**src/rtl/bits_unpack_p_if.sv**
```systemverilog
// rtl/bits_unpack_p_if.sv - word-in / bit-field-out bus for bits_unpack_p
interface bits_unpack_p_if #(
    parameter int IN_W        = 32,
    parameter int DEPTH_WORDS = 32,
    parameter int LEN_W       = 4,
    parameter int AV_W        = $clog2(IN_W * DEPTH_WORDS + 1)
);
    logic                    pushin;
    logic [IN_W-1:0]         datain;
    logic                    reqin;
    logic [LEN_W-1:0]        reqlen;
    logic                    flush;
    logic                    pushout;
    logic [LEN_W-1:0]        lenout;
    logic [2**LEN_W-2:0]     dataout;
    logic [AV_W-1:0]         avail;
    logic                    full;
    logic                    err;

    modport master (
        output pushin, datain, reqin, reqlen, flush,
        input  pushout, lenout, dataout, avail, full, err
    );

    modport slave (
        input  pushin, datain, reqin, reqlen, flush,
        output pushout, lenout, dataout, avail, full, err
    );
endinterface

```
**src/rtl/bits_unpack_p.sv**
```systemverilog
// rtl/bits_unpack_p.sv - circular bit buffer serving LSB-first variable-length bit requests
module bits_unpack_p #(
    parameter int IN_W        = 32,
    parameter int DEPTH_WORDS = 32,
    parameter int LEN_W       = 4,
    parameter int AV_W        = $clog2(IN_W * DEPTH_WORDS + 1)
) (
    input logic            clk,
    input logic            rst,
    bits_unpack_p_if.slave bus
);
    localparam int CAP    = IN_W * DEPTH_WORDS;
    localparam int MAXLEN = 2**LEN_W - 1;
    localparam int WA_W   = $clog2(DEPTH_WORDS);
    localparam int OFF_W  = $clog2(IN_W);
    localparam int RP_W   = $clog2(CAP);
    localparam logic [MAXLEN-1:0] ONES = '1;

    logic [IN_W-1:0]   mem_q [DEPTH_WORDS];
    logic [WA_W-1:0]   wptr_q, wptr_d;
    logic [RP_W-1:0]   rptr_q, rptr_d;
    logic [AV_W-1:0]   avail_q, avail_d;
    logic              full_q, full_d;
    logic              err_q, err_d;
    logic              s1_vld_q, s1_vld_d;
    logic [LEN_W-1:0]  s1_len_q, s1_len_d;
    logic [MAXLEN-1:0] s1_data_q, s1_data_d;
    logic              pushout_q, pushout_d;
    logic [LEN_W-1:0]  lenout_q, lenout_d;
    logic [MAXLEN-1:0] dataout_q, dataout_d;

    logic              push_ok, req_ok;
    logic [WA_W-1:0]   rd_word, rd_next;
    logic [OFF_W-1:0]  rd_off;
    logic [2*IN_W-1:0] rd_pair;
    logic [MAXLEN-1:0] rd_field, len_mask;

    always_comb begin
        push_ok  = bus.pushin && !full_q && !bus.flush;
        req_ok   = bus.reqin && (AV_W'(bus.reqlen) <= avail_q) && !bus.flush;

        // A field is shorter than a word, so it touches at most this word and the next.
        rd_word  = rptr_q[RP_W-1:OFF_W];
        rd_off   = rptr_q[OFF_W-1:0];
        rd_next  = rd_word + WA_W'(1);
        rd_pair  = {mem_q[rd_next], mem_q[rd_word]};
        rd_field = MAXLEN'(rd_pair >> rd_off);
        len_mask = ~(ONES << bus.reqlen);

        wptr_d   = push_ok ? wptr_q + WA_W'(1) : wptr_q;
        rptr_d   = req_ok ? rptr_q + RP_W'(bus.reqlen) : rptr_q;
        avail_d  = avail_q + (push_ok ? AV_W'(IN_W) : '0) - (req_ok ? AV_W'(bus.reqlen) : '0);
        full_d   = avail_d > AV_W'(CAP - IN_W);
        err_d    = !bus.flush && ((bus.pushin && full_q) || (bus.reqin && !req_ok));

        s1_vld_d  = req_ok;
        s1_len_d  = req_ok ? bus.reqlen : s1_len_q;
        s1_data_d = req_ok ? (rd_field & len_mask) : s1_data_q;

        pushout_d = s1_vld_q && !bus.flush;
        lenout_d  = pushout_d ? s1_len_q : lenout_q;
        dataout_d = pushout_d ? s1_data_q : dataout_q;

        if (bus.flush) begin
            wptr_d  = '0;
            rptr_d  = '0;
            avail_d = '0;
            full_d  = 1'b0;
        end
    end

    always_ff @(posedge clk) begin
        if (push_ok) begin
            mem_q[wptr_q] <= bus.datain;
        end
    end

    always_ff @(posedge clk or negedge rst) begin
        if (!rst) begin
            wptr_q    <= '0;
            rptr_q    <= '0;
            avail_q   <= '0;
            full_q    <= 1'b0;
            err_q     <= 1'b0;
            s1_vld_q  <= 1'b0;
            s1_len_q  <= '0;
            s1_data_q <= '0;
            pushout_q <= 1'b0;
            lenout_q  <= '0;
            dataout_q <= '0;
        end else begin
            wptr_q    <= wptr_d;
            rptr_q    <= rptr_d;
            avail_q   <= avail_d;
            full_q    <= full_d;
            err_q     <= err_d;
            s1_vld_q  <= s1_vld_d;
            s1_len_q  <= s1_len_d;
            s1_data_q <= s1_data_d;
            pushout_q <= pushout_d;
            lenout_q  <= lenout_d;
            dataout_q <= dataout_d;
        end
    end

    assign bus.pushout = pushout_q;
    assign bus.lenout  = lenout_q;
    assign bus.dataout = dataout_q;
    assign bus.avail   = avail_q;
    assign bus.full    = full_q;
    assign bus.err     = err_q;
endmodule
```
**src/flat_wrapper.sv**
```systemverilog
// flat-port wrapper written by rule: the top's interface ports become plain ports
module bits_unpack_p_flat 
#(
    parameter int IN_W        = 32,
    parameter int DEPTH_WORDS = 32,
    parameter int LEN_W       = 4,
    parameter int AV_W        = $clog2(IN_W * DEPTH_WORDS + 1)
)
  (clk, rst, bus_pushin, bus_datain, bus_reqin, bus_reqlen, bus_flush, bus_pushout, bus_lenout, bus_dataout, bus_avail, bus_full, bus_err);
  bits_unpack_p_if #(.IN_W(IN_W), .DEPTH_WORDS(DEPTH_WORDS), .LEN_W(LEN_W), .AV_W(AV_W)) bus_i ();
  input logic clk;
  input logic rst;
  input wire logic [$bits(bus_i.pushin)-1:0] bus_pushin;
  input wire logic [$bits(bus_i.datain)-1:0] bus_datain;
  input wire logic [$bits(bus_i.reqin)-1:0] bus_reqin;
  input wire logic [$bits(bus_i.reqlen)-1:0] bus_reqlen;
  input wire logic [$bits(bus_i.flush)-1:0] bus_flush;
  output wire logic [$bits(bus_i.pushout)-1:0] bus_pushout;
  output wire logic [$bits(bus_i.lenout)-1:0] bus_lenout;
  output wire logic [$bits(bus_i.dataout)-1:0] bus_dataout;
  output wire logic [$bits(bus_i.avail)-1:0] bus_avail;
  output wire logic [$bits(bus_i.full)-1:0] bus_full;
  output wire logic [$bits(bus_i.err)-1:0] bus_err;
  assign bus_i.pushin = bus_pushin;
  assign bus_i.datain = bus_datain;
  assign bus_i.reqin = bus_reqin;
  assign bus_i.reqlen = bus_reqlen;
  assign bus_i.flush = bus_flush;
  assign bus_pushout = bus_i.pushout;
  assign bus_lenout = bus_i.lenout;
  assign bus_dataout = bus_i.dataout;
  assign bus_avail = bus_i.avail;
  assign bus_full = bus_i.full;
  assign bus_err = bus_i.err;
  bits_unpack_p #(.IN_W(IN_W), .DEPTH_WORDS(DEPTH_WORDS), .LEN_W(LEN_W), .AV_W(AV_W)) u_core (.clk(clk), .rst(rst), .bus(bus_i));
endmodule
```
**config.mk**
```make
export PLATFORM = sky130hd
export DESIGN_NAME = bits_unpack_p_flat
export DESIGN_NICKNAME = d
export VERILOG_FILES = /design/src/rtl/bits_unpack_p_if.sv /design/src/rtl/bits_unpack_p.sv /design/src/flat_wrapper.sv
export SDC_FILE = /design/constraint.sdc
export NUM_CORES = 1
export LEC_CHECK = 0
export CORE_MARGIN = 5
export CORE_UTILIZATION = 38
export CTS_CLUSTER_DIAMETER = 150
export DETAILED_ROUTE_END_ITERATION = 7
export PLACE_DENSITY = 0.5
export SLEW_MARGIN = 20
export SYNTH_ARGS = -nofsm -noshare
export SYNTH_HDL_FRONTEND = slang
export SYNTH_SLANG_ARGS = --single-unit
```
**constraint.sdc**
```tcl
create_clock -name clk -period 6.8 [get_ports clk]
set_input_delay 0.68 -clock clk [delete_from_list [all_inputs] [get_ports clk]]
set_output_delay 0.68 -clock clk [all_outputs]
set_load 0.05 [all_outputs]
```
* Word level (Yosys, flattened, before mapping)
Memory sizes are Yosys's and may differ from the RTL's.
Index checks and enable logic that the tools add are counted.
** Storage, ports and cells
- Register bits :: 68
- RAM bits :: 1024
- Input port bits :: 41
- Logic and storage cells :: 47
- Memories kept :: 1
** Memories
- u_core.mem_q :: depth 32, width 32, rd ports 2, clocked after memory_dff 0, write ports 1, line bits_unpack_p.sv:19 : logic [IN_W-1:0] mem_q [DEPTH_WORDS];
** Operators by class
- Add/sub/neg operators :: 5
- $lt $le $gt $ge :: 2
- Shift operators :: 2
- Multiplexer cells :: 10
- Bitwise operators :: 2
- Reductions and logical operators :: 14
** Operators with widths (number)
- 64-bit by 5-bit >> shifter with 15-bit output :: 1
- 10-bit 2-to-1 mux :: 2
- 15-bit bitwise AND :: 1
- 15-bit NOT :: 1
- 15-bit by 4-bit << shifter with 15-bit output, first input constant :: 1
- 11-bit adder :: 1
- 11-bit by 10-bit > comparator with 1-bit output, second input constant :: 1
- 4-bit by 11-bit less-or-equal comparator with 1-bit output :: 1
- 11-bit 2-to-1 mux :: 1
- 11-bit subtractor :: 1
- 10-bit by 4-bit adder with 10-bit output :: 1
- 5-bit by 1-bit adder with 5-bit output, second input constant :: 2
- 5-bit 2-to-1 mux :: 2
- 1-bit logical AND :: 8
- 6-bit 2-to-1 mux :: 1
- 4-bit 2-to-1 mux :: 1
- 2-bit nonzero test :: 2
- 1-bit zero test :: 3
- 1-bit 2-to-1 mux :: 3
- 1-bit logical OR :: 1

* Depth between registers and ports, before layout
- Depth in word-level cells :: 8
- Depth in mapped cells :: 23
- Depth with buffers taken out :: 21

* Worst setup path before layout
No wires, ideal clock.
- Kind :: register to register
- From :: register u_core.avail_q[1] (netlist: u_core.bus.avail[1])
- To :: register u_core.full_q (netlist: u_core.bus.full)
- Library setup time :: 78 ps
- Data arrival time :: 4805 ps
- Required time :: 6722 ps
- Slack :: 1917 ps
- Stages on the path, launching flop included :: 23
- Buffers on the path :: 1
- Cells stage by stage :: dfrtp_1 inv_1 ha_1 nor2b_1 o21a_1 o21a_1 o2111ai_1 nand3_1 inv_1 clkbuf_1 nand2_1 ha_1 ha_1 fa_1 a21o_1 a21oi_1 o21bai_1 a21oi_1 o21bai_1 a21oi_1 xnor2_1 nor4b_1 o2bb2ai_1
** Between the ends
- Cells in the longest elaborated chain, start to end :: 7
- Elaborated cells on any way between the ends :: 8
** Ends and longest elaborated chain
- from (decl) :: line bits_unpack_p.sv:22 : logic [AV_W-1:0] avail_q, avail_d;
- from (signal assigned) :: line bits_unpack_p.sv:94 : avail_q <= avail_d;
- 4-bit by 11-bit less-or-equal comparator with 1-bit output :: line bits_unpack_p.sv:40 : req_ok = bus.reqin && (AV_W'(bus.reqlen) <= avail_q) && !bus.flush;
- 1-bit logical AND (2 in a row) :: line bits_unpack_p.sv:40
- named net u_core.req_ok :: line bits_unpack_p.sv:32 : logic push_ok, req_ok;
- 4-bit 2-to-1 mux :: line bits_unpack_p.sv:52 : avail_d = avail_q + (push_ok ? AV_W'(IN_W) : '0) - (req_ok ? AV_W'(bus.reqlen) : '0);
- 11-bit subtractor :: line bits_unpack_p.sv:52
- 11-bit by 10-bit > comparator with 1-bit output :: line bits_unpack_p.sv:53 : full_d = avail_d > AV_W'(CAP - IN_W);
- 1-bit 2-to-1 mux :: line bits_unpack_p.sv:64 : if (bus.flush) begin
- named net u_core.full_d :: line bits_unpack_p.sv:23 : logic full_q, full_d;
- to (signal assigned) :: line bits_unpack_p.sv:95 : full_q <= full_d;
- to (decl) :: line bits_unpack_p.sv:23
The timed path passes the listed nets, and every way through them passes these cells.
A chain may end at the register's enable or synchronous reset.

* Worst setup path after layout
- From :: register u_core.rptr_q[5]
- To :: register u_core.s1_data_q[13]
** Between the ends
- Cells in the longest elaborated chain, start to end :: 4
** Ends and longest elaborated chain
- from (decl) :: line bits_unpack_p.sv:21 : logic [RP_W-1:0] rptr_q, rptr_d;
- from (signal assigned) :: line bits_unpack_p.sv:93 : rptr_q <= rptr_d;
- 5-bit by 1-bit adder with 5-bit output :: line bits_unpack_p.sv:45 : rd_next = rd_word + WA_W'(1);
- memory 32 x 32 bit (*)
- 64-bit by 5-bit >> shifter with 15-bit output (*) :: line bits_unpack_p.sv:47 : rd_field = MAXLEN'(rd_pair >> rd_off);
- 15-bit bitwise AND (*) :: line bits_unpack_p.sv:58 : s1_data_d = req_ok ? (rd_field & len_mask) : s1_data_q;
- to (signal assigned) :: line bits_unpack_p.sv:99 : s1_data_q <= s1_data_d;
- to (decl) :: line bits_unpack_p.sv:27 : logic [MAXLEN-1:0] s1_data_q, s1_data_d;
Mark *: on every way between the ends. The rest lies on a longest branch, timed or not.

==> results list <==
- Run status: finished clean
- The floorplan step defined a die boundary enclosing roughly 140000 sq um.
* Psw: 0.00418 W
- In the final layout, the share of cells above drive strength 1 is 0.231.
- Worst Tran Pin Value: 1.20 ns
- Post-synthesis register bit count: around 1100
- Post-cts hold buffer count: 0
- By area, the combinational part of the netlist is dominated by multiplexers.
- Dividing total power by cell area gives a power density of 289 nW/um^2.
- TritonCTS built the clock tree.
- In this run, CTS created clock tree buffers numbering approximately 120.
- Number of port buffers: 73
* Cells taking the most area after synthesis: sky130_fd_sc_hd__edfxtp_1 62%, sky130_fd_sc_hd__mux4_2 14%, sky130_fd_sc_hd__mux2i_1 5.1%, sky130_fd_sc_hd__dfrtp_1 3.4%, sky130_fd_sc_hd__o221ai_1 1.9%
- For this run, the number of Yosys warnings is 0.
* Fraction of synthesized cell area in xor and xnor cells: 0.00405
- Worst reg2reg startpoint: u_core.rptr_q[5]$_DFFE_PN0P_
* Register share of total power: 0.470
- Of the total power, combinational logic draws 0.131.
- Synthesized-area fraction occupied by ao, oa, aoi and oai cells: 0.0670
- Post-CTS timing repair inserted 0 buffers for setup.
* Final Hold Violating Endpoints: 0
- The first detailed-routing pass ran for 6 iterations.
- Worst reg-to-reg setup slack: 1.65 ns
- Timing would allow up to around 190 MHz.
* DRC violation count after routing: 0
* Final Slew Violations: 0
- In this run, the number of DRC markers left after iteration 0 of detailed routing was 3071.
- For this run, the leading register cell type out of synthesis is sky130_fd_sc_hd__edfxtp_1.
- Part of the power in the clock network: 0.398
- Post-route fraction of the period consumed by the critical path: 0.757
- Total Nets Final: 3016
- The H-tree was split into 3 levels.
- Post-CTS resize count: 0
- Setup violations remaining at the end of the flow were counted as 0.
* Starting density of the core: 0.382
- CP required: 7.44 ns
- In the layout the commonest cells are 1024 x sky130_fd_sc_hd__edfxtp_1, 300 x sky130_fd_sc_hd__mux4_2, 251 x sky130_fd_sc_hd__mux2i_1.
* Global-route wire length before repair: 229000 um
- Of the total power, the share spent switching nets is 0.257.
* Critical path fanouts, max: 49
* Worst vdd rail ir drop: slightly below 0.0002 V
- In the global route stage, met2 resource usage came out at 0.380.
* Capturing element type of the critical path: flip-flop
- The clock net in this run drives a total of 1092 sinks.
- For met3 alone, demand over resource in global routing was 0.0370.
* Met1 layer usage reported by global route: 0.332
- Once detailed placement completed, the half-perimeter wirelength came to 103000 um.
* Normalized max-slew margin: 0.202
- Data on the critical path arrives at its endpoint at 5.78 ns.
* Global-route layer with the greatest usage: met2
- I/O pin cnt: 74
- Biggest area consumer among synthesized cells: sky130_fd_sc_hd__edfxtp_1
- Number of global-route vias before repair: 29000
* Final ANT Viol Nets: 0
- Entering global routing, the biggest net connects 78 pins.
* Synthesis-to-finish area growth: 13.5%
* Vertical die dimension: ~370 um
- In the final routed layout, each cell accounts on average for 34.3 um.
- Clock transition at the register clock pins on the worst setup and hold paths after CTS: 0.06 ns
- The tool flagged a number of max-cap violations equal to 0.
* Clock skew: 0.0422 ns
- Vias per Instance: 6.14
- Congestion Overflow GR: 0
- Row generation in the floorplan step produced 132 rows.
- Adder and majority cell fraction of the synthesized area: 0.00865
- The synthesized design contains 1024 enable-type register cells.
- The placed instances occupy a cell area of 52400 sq um.
* CTS Root Buffer Type: sky130_fd_sc_hd__clkbuf_16
- The clock reaches the later pin of the worst-skew pair after 0.75 ns.
* Area share of the leading cell type in the synthesized netlist: 0.621
- Sequential fraction of the synthesis area: 0.656
- The finished cells cover ~56000 sq um.
* Crit path time final: about 5 ns
- After technology mapping, the gate count stands at 2840.
* RSZ-0062 raised after global routing: false
* Critical Path Start Type: flip-flop
- The clock passes through at most 3 buffers.
- Leakage power of the design: 17.3 nW
* Overall track demand over capacity in global routing: 0.237
- Worst r2r dst: u_core.s1_data_q[13]$_DFFE_PN0N_
- Routability-driven placement finished with a final weighted congestion of 0.893.
- DIE WIDTH: 371 um
- The initial antenna violation count is 7.
- The synthesized netlist contains 91 unique library cells.
* Internal portion of total power: 0.0121 W
- Avg Inst Size Synth: roughly 17 sq um
- Commonest non-fill, non-tap cell in the layout: sky130_fd_sc_hd__edfxtp_1
- Fraction of synthesized area in multiplexers: 0.197
* Hold crit path type: primary input to asynchronous set/reset pin
* Area of the mapped netlist: 49500 sq um
- Type of the setup path with the least slack: flip-flop to flip-flop
- The core region is 129000 sq um.
* Post-Route Setup TNS: 0 ns
- Total wirelength of the detailed-routed design: 164000 um
- Worst r2r path cells: 9
* Proportion of synthesized flip-flops having asynchronous set or reset: 0.0623
- The number of nets in the synthesized netlist is 2914.
- Of the total synthesized cell area, the portion taken by AND, OR, NAND and NOR gates is 0.0405.
- The filler cells instantiated in the layout total 11500.
- Via total after detailed routing: between 20000 and 30000
## power by group through the flow
stage	Combinational (W)	Sequential, W	Clock, W
3_3_place_gp	0.00211	0.00778	0
5_1_grt	0.00226	0.00766	0.00687
2_1_floorplan	0.00108	0.00799	0
6_report	0.00213	0.00764	0.00647
4_1_cts	0.00212	0.00765	0.00660
3_5_place_dp	0.00211	0.00779	0
## routing by layer
layer | vias up | share of wire
li1 | 12100 | -
met1 | 15800 | 0.43
met2 | 1246 | 0.47
met3 | 272 | 0.066
met4 | 2 | 0.034
met5 | - | 0.000079
## sequential cells by signal (all words and copies together) (netlist names)
name / flops
u_core.mem_q: 1024
u_core.bus.dataout: 15
u_core.bus.avail: 11
u_core.s1_vld_q: 1
u_core.s1_len_q: 4
u_core.rptr_q: 10
u_core.bus.full: 1
u_core.bus.err: 1
u_core.s1_data_q: 15
u_core.wptr_q: 5
u_core.bus.pushout: 1
u_core.bus.lenout: 4
## worst max path at each step
stage | start | endpoint | slack [ns] | depth (start not counted)
after floorplan | u_core.bus.avail[1]$_DFF_PN0_ | u_core.bus.full$_DFF_PN0_ | 1.92 | 22
after global placement | bus_reqlen[1] | u_core.bus.full$_DFF_PN0_ | 0.92 | 21
after detailed placement | bus_reqlen[1] | u_core.bus.full$_DFF_PN0_ | 0.93 | 21
after CTS | u_core.rptr_q[5]$_DFFE_PN0P_ | u_core.s1_data_q[13]$_DFFE_PN0N_ | 1.72 | 9
after global routing | bus_reqlen[1] | u_core.bus.full$_DFF_PN0_ | 1.26 | 21
final | u_core.rptr_q[5]$_DFFE_PN0P_ | u_core.s1_data_q[13]$_DFFE_PN0N_ | 1.65 | 9
## synth_stat cells, types with 16 or more instances
cell and instances:
sky130_fd_sc_hd__xnor2_1 16, sky130_fd_sc_hd__buf_2 44, sky130_fd_sc_hd__a21o_1 21, sky130_fd_sc_hd__nand4_1 19, sky130_fd_sc_hd__inv_1 35, sky130_fd_sc_hd__clkbuf_1 66, sky130_fd_sc_hd__mux2_2 39, sky130_fd_sc_hd__o22ai_1 46
sky130_fd_sc_hd__nor3_1 46, sky130_fd_sc_hd__mux2i_1 251, sky130_fd_sc_hd__nand2_1 135, sky130_fd_sc_hd__dfrtp_1 68, sky130_fd_sc_hd__edfxtp_1 1024, sky130_fd_sc_hd__nor2_1 122, sky130_fd_sc_hd__o21ai_0 30, sky130_fd_sc_hd__buf_1 20
sky130_fd_sc_hd__buf_6 35, sky130_fd_sc_hd__a21oi_1 68, sky130_fd_sc_hd__o211ai_1 16, sky130_fd_sc_hd__ha_1 31, sky130_fd_sc_hd__nand3_1 30, sky130_fd_sc_hd__o221ai_1 105, sky130_fd_sc_hd__buf_4 21, sky130_fd_sc_hd__mux4_2 300
sky130_fd_sc_hd__a211oi_1 18
## critical path, cell delays in order (launching register included)
cell and delay (ns):
sky130_fd_sc_hd__dfrtp_4 0.90, sky130_fd_sc_hd__buf_4 0.81, sky130_fd_sc_hd__mux4_2 0.61, sky130_fd_sc_hd__o22ai_1 0.42, sky130_fd_sc_hd__a211oi_1 0.15, sky130_fd_sc_hd__nor4_2 0.76
sky130_fd_sc_hd__inv_1 0.14, sky130_fd_sc_hd__mux4_2 0.56, sky130_fd_sc_hd__a221o_1 0.35, sky130_fd_sc_hd__a211o_1 0.22
## stage by stage
| step | setup slack [ns] | total power, W | utilization | hold slack (ns) | instances |
|---|---|---|---|---|---|
| 3_3_place_gp | 0.925 | 0.00989 | 0.404 | 0.476 | 4559 |
| 3_5_place_dp | 0.929 | 0.00990 | 0.404 | 0.481 | 4563 |
| 6_report | 1.65 | 0.0162 | 0.434 | 0.0561 | 4788 |
| 5_1_grt | 1.26 | 0.0168 | 0.434 | 0.121 | 4786 |
| 4_1_cts | 1.72 | 0.0164 | 0.434 | 0.0481 | 4786 |
| 2_1_floorplan | 1.92 | 0.00907 | - | 0.384 | 2840 |
## area by class of cell
class                      instances  area (sq um)  area share
antenna                            2          5.00   0.0000891
clock buffer                     152          3230      0.0574
clock inverter                    71           667      0.0119
inverter                          37           140     0.00250
multi-input combinational       1518         16000       0.284
sequential                      1092         32500       0.578
tap                             1742          2180      0.0388
timing repair buffer             174          1500      0.0267
## cells by family (layout without fill, tap and decap cells)
| logic type | Yosys count | in the layout |
|---|---|---|
| mux | 591 | 591 |
| simple gates | 433 | 433 |
| fa+ha+maj | 33 | 33 |
| flops | 1092 | 1092 |
| xor+xnor | 22 | 22 |
| compound gates | 439 | 439 |
| buf+inv | 230 | 434 |
| other cells | 0 | 2 |
Power figures use the tool's default switching activity.
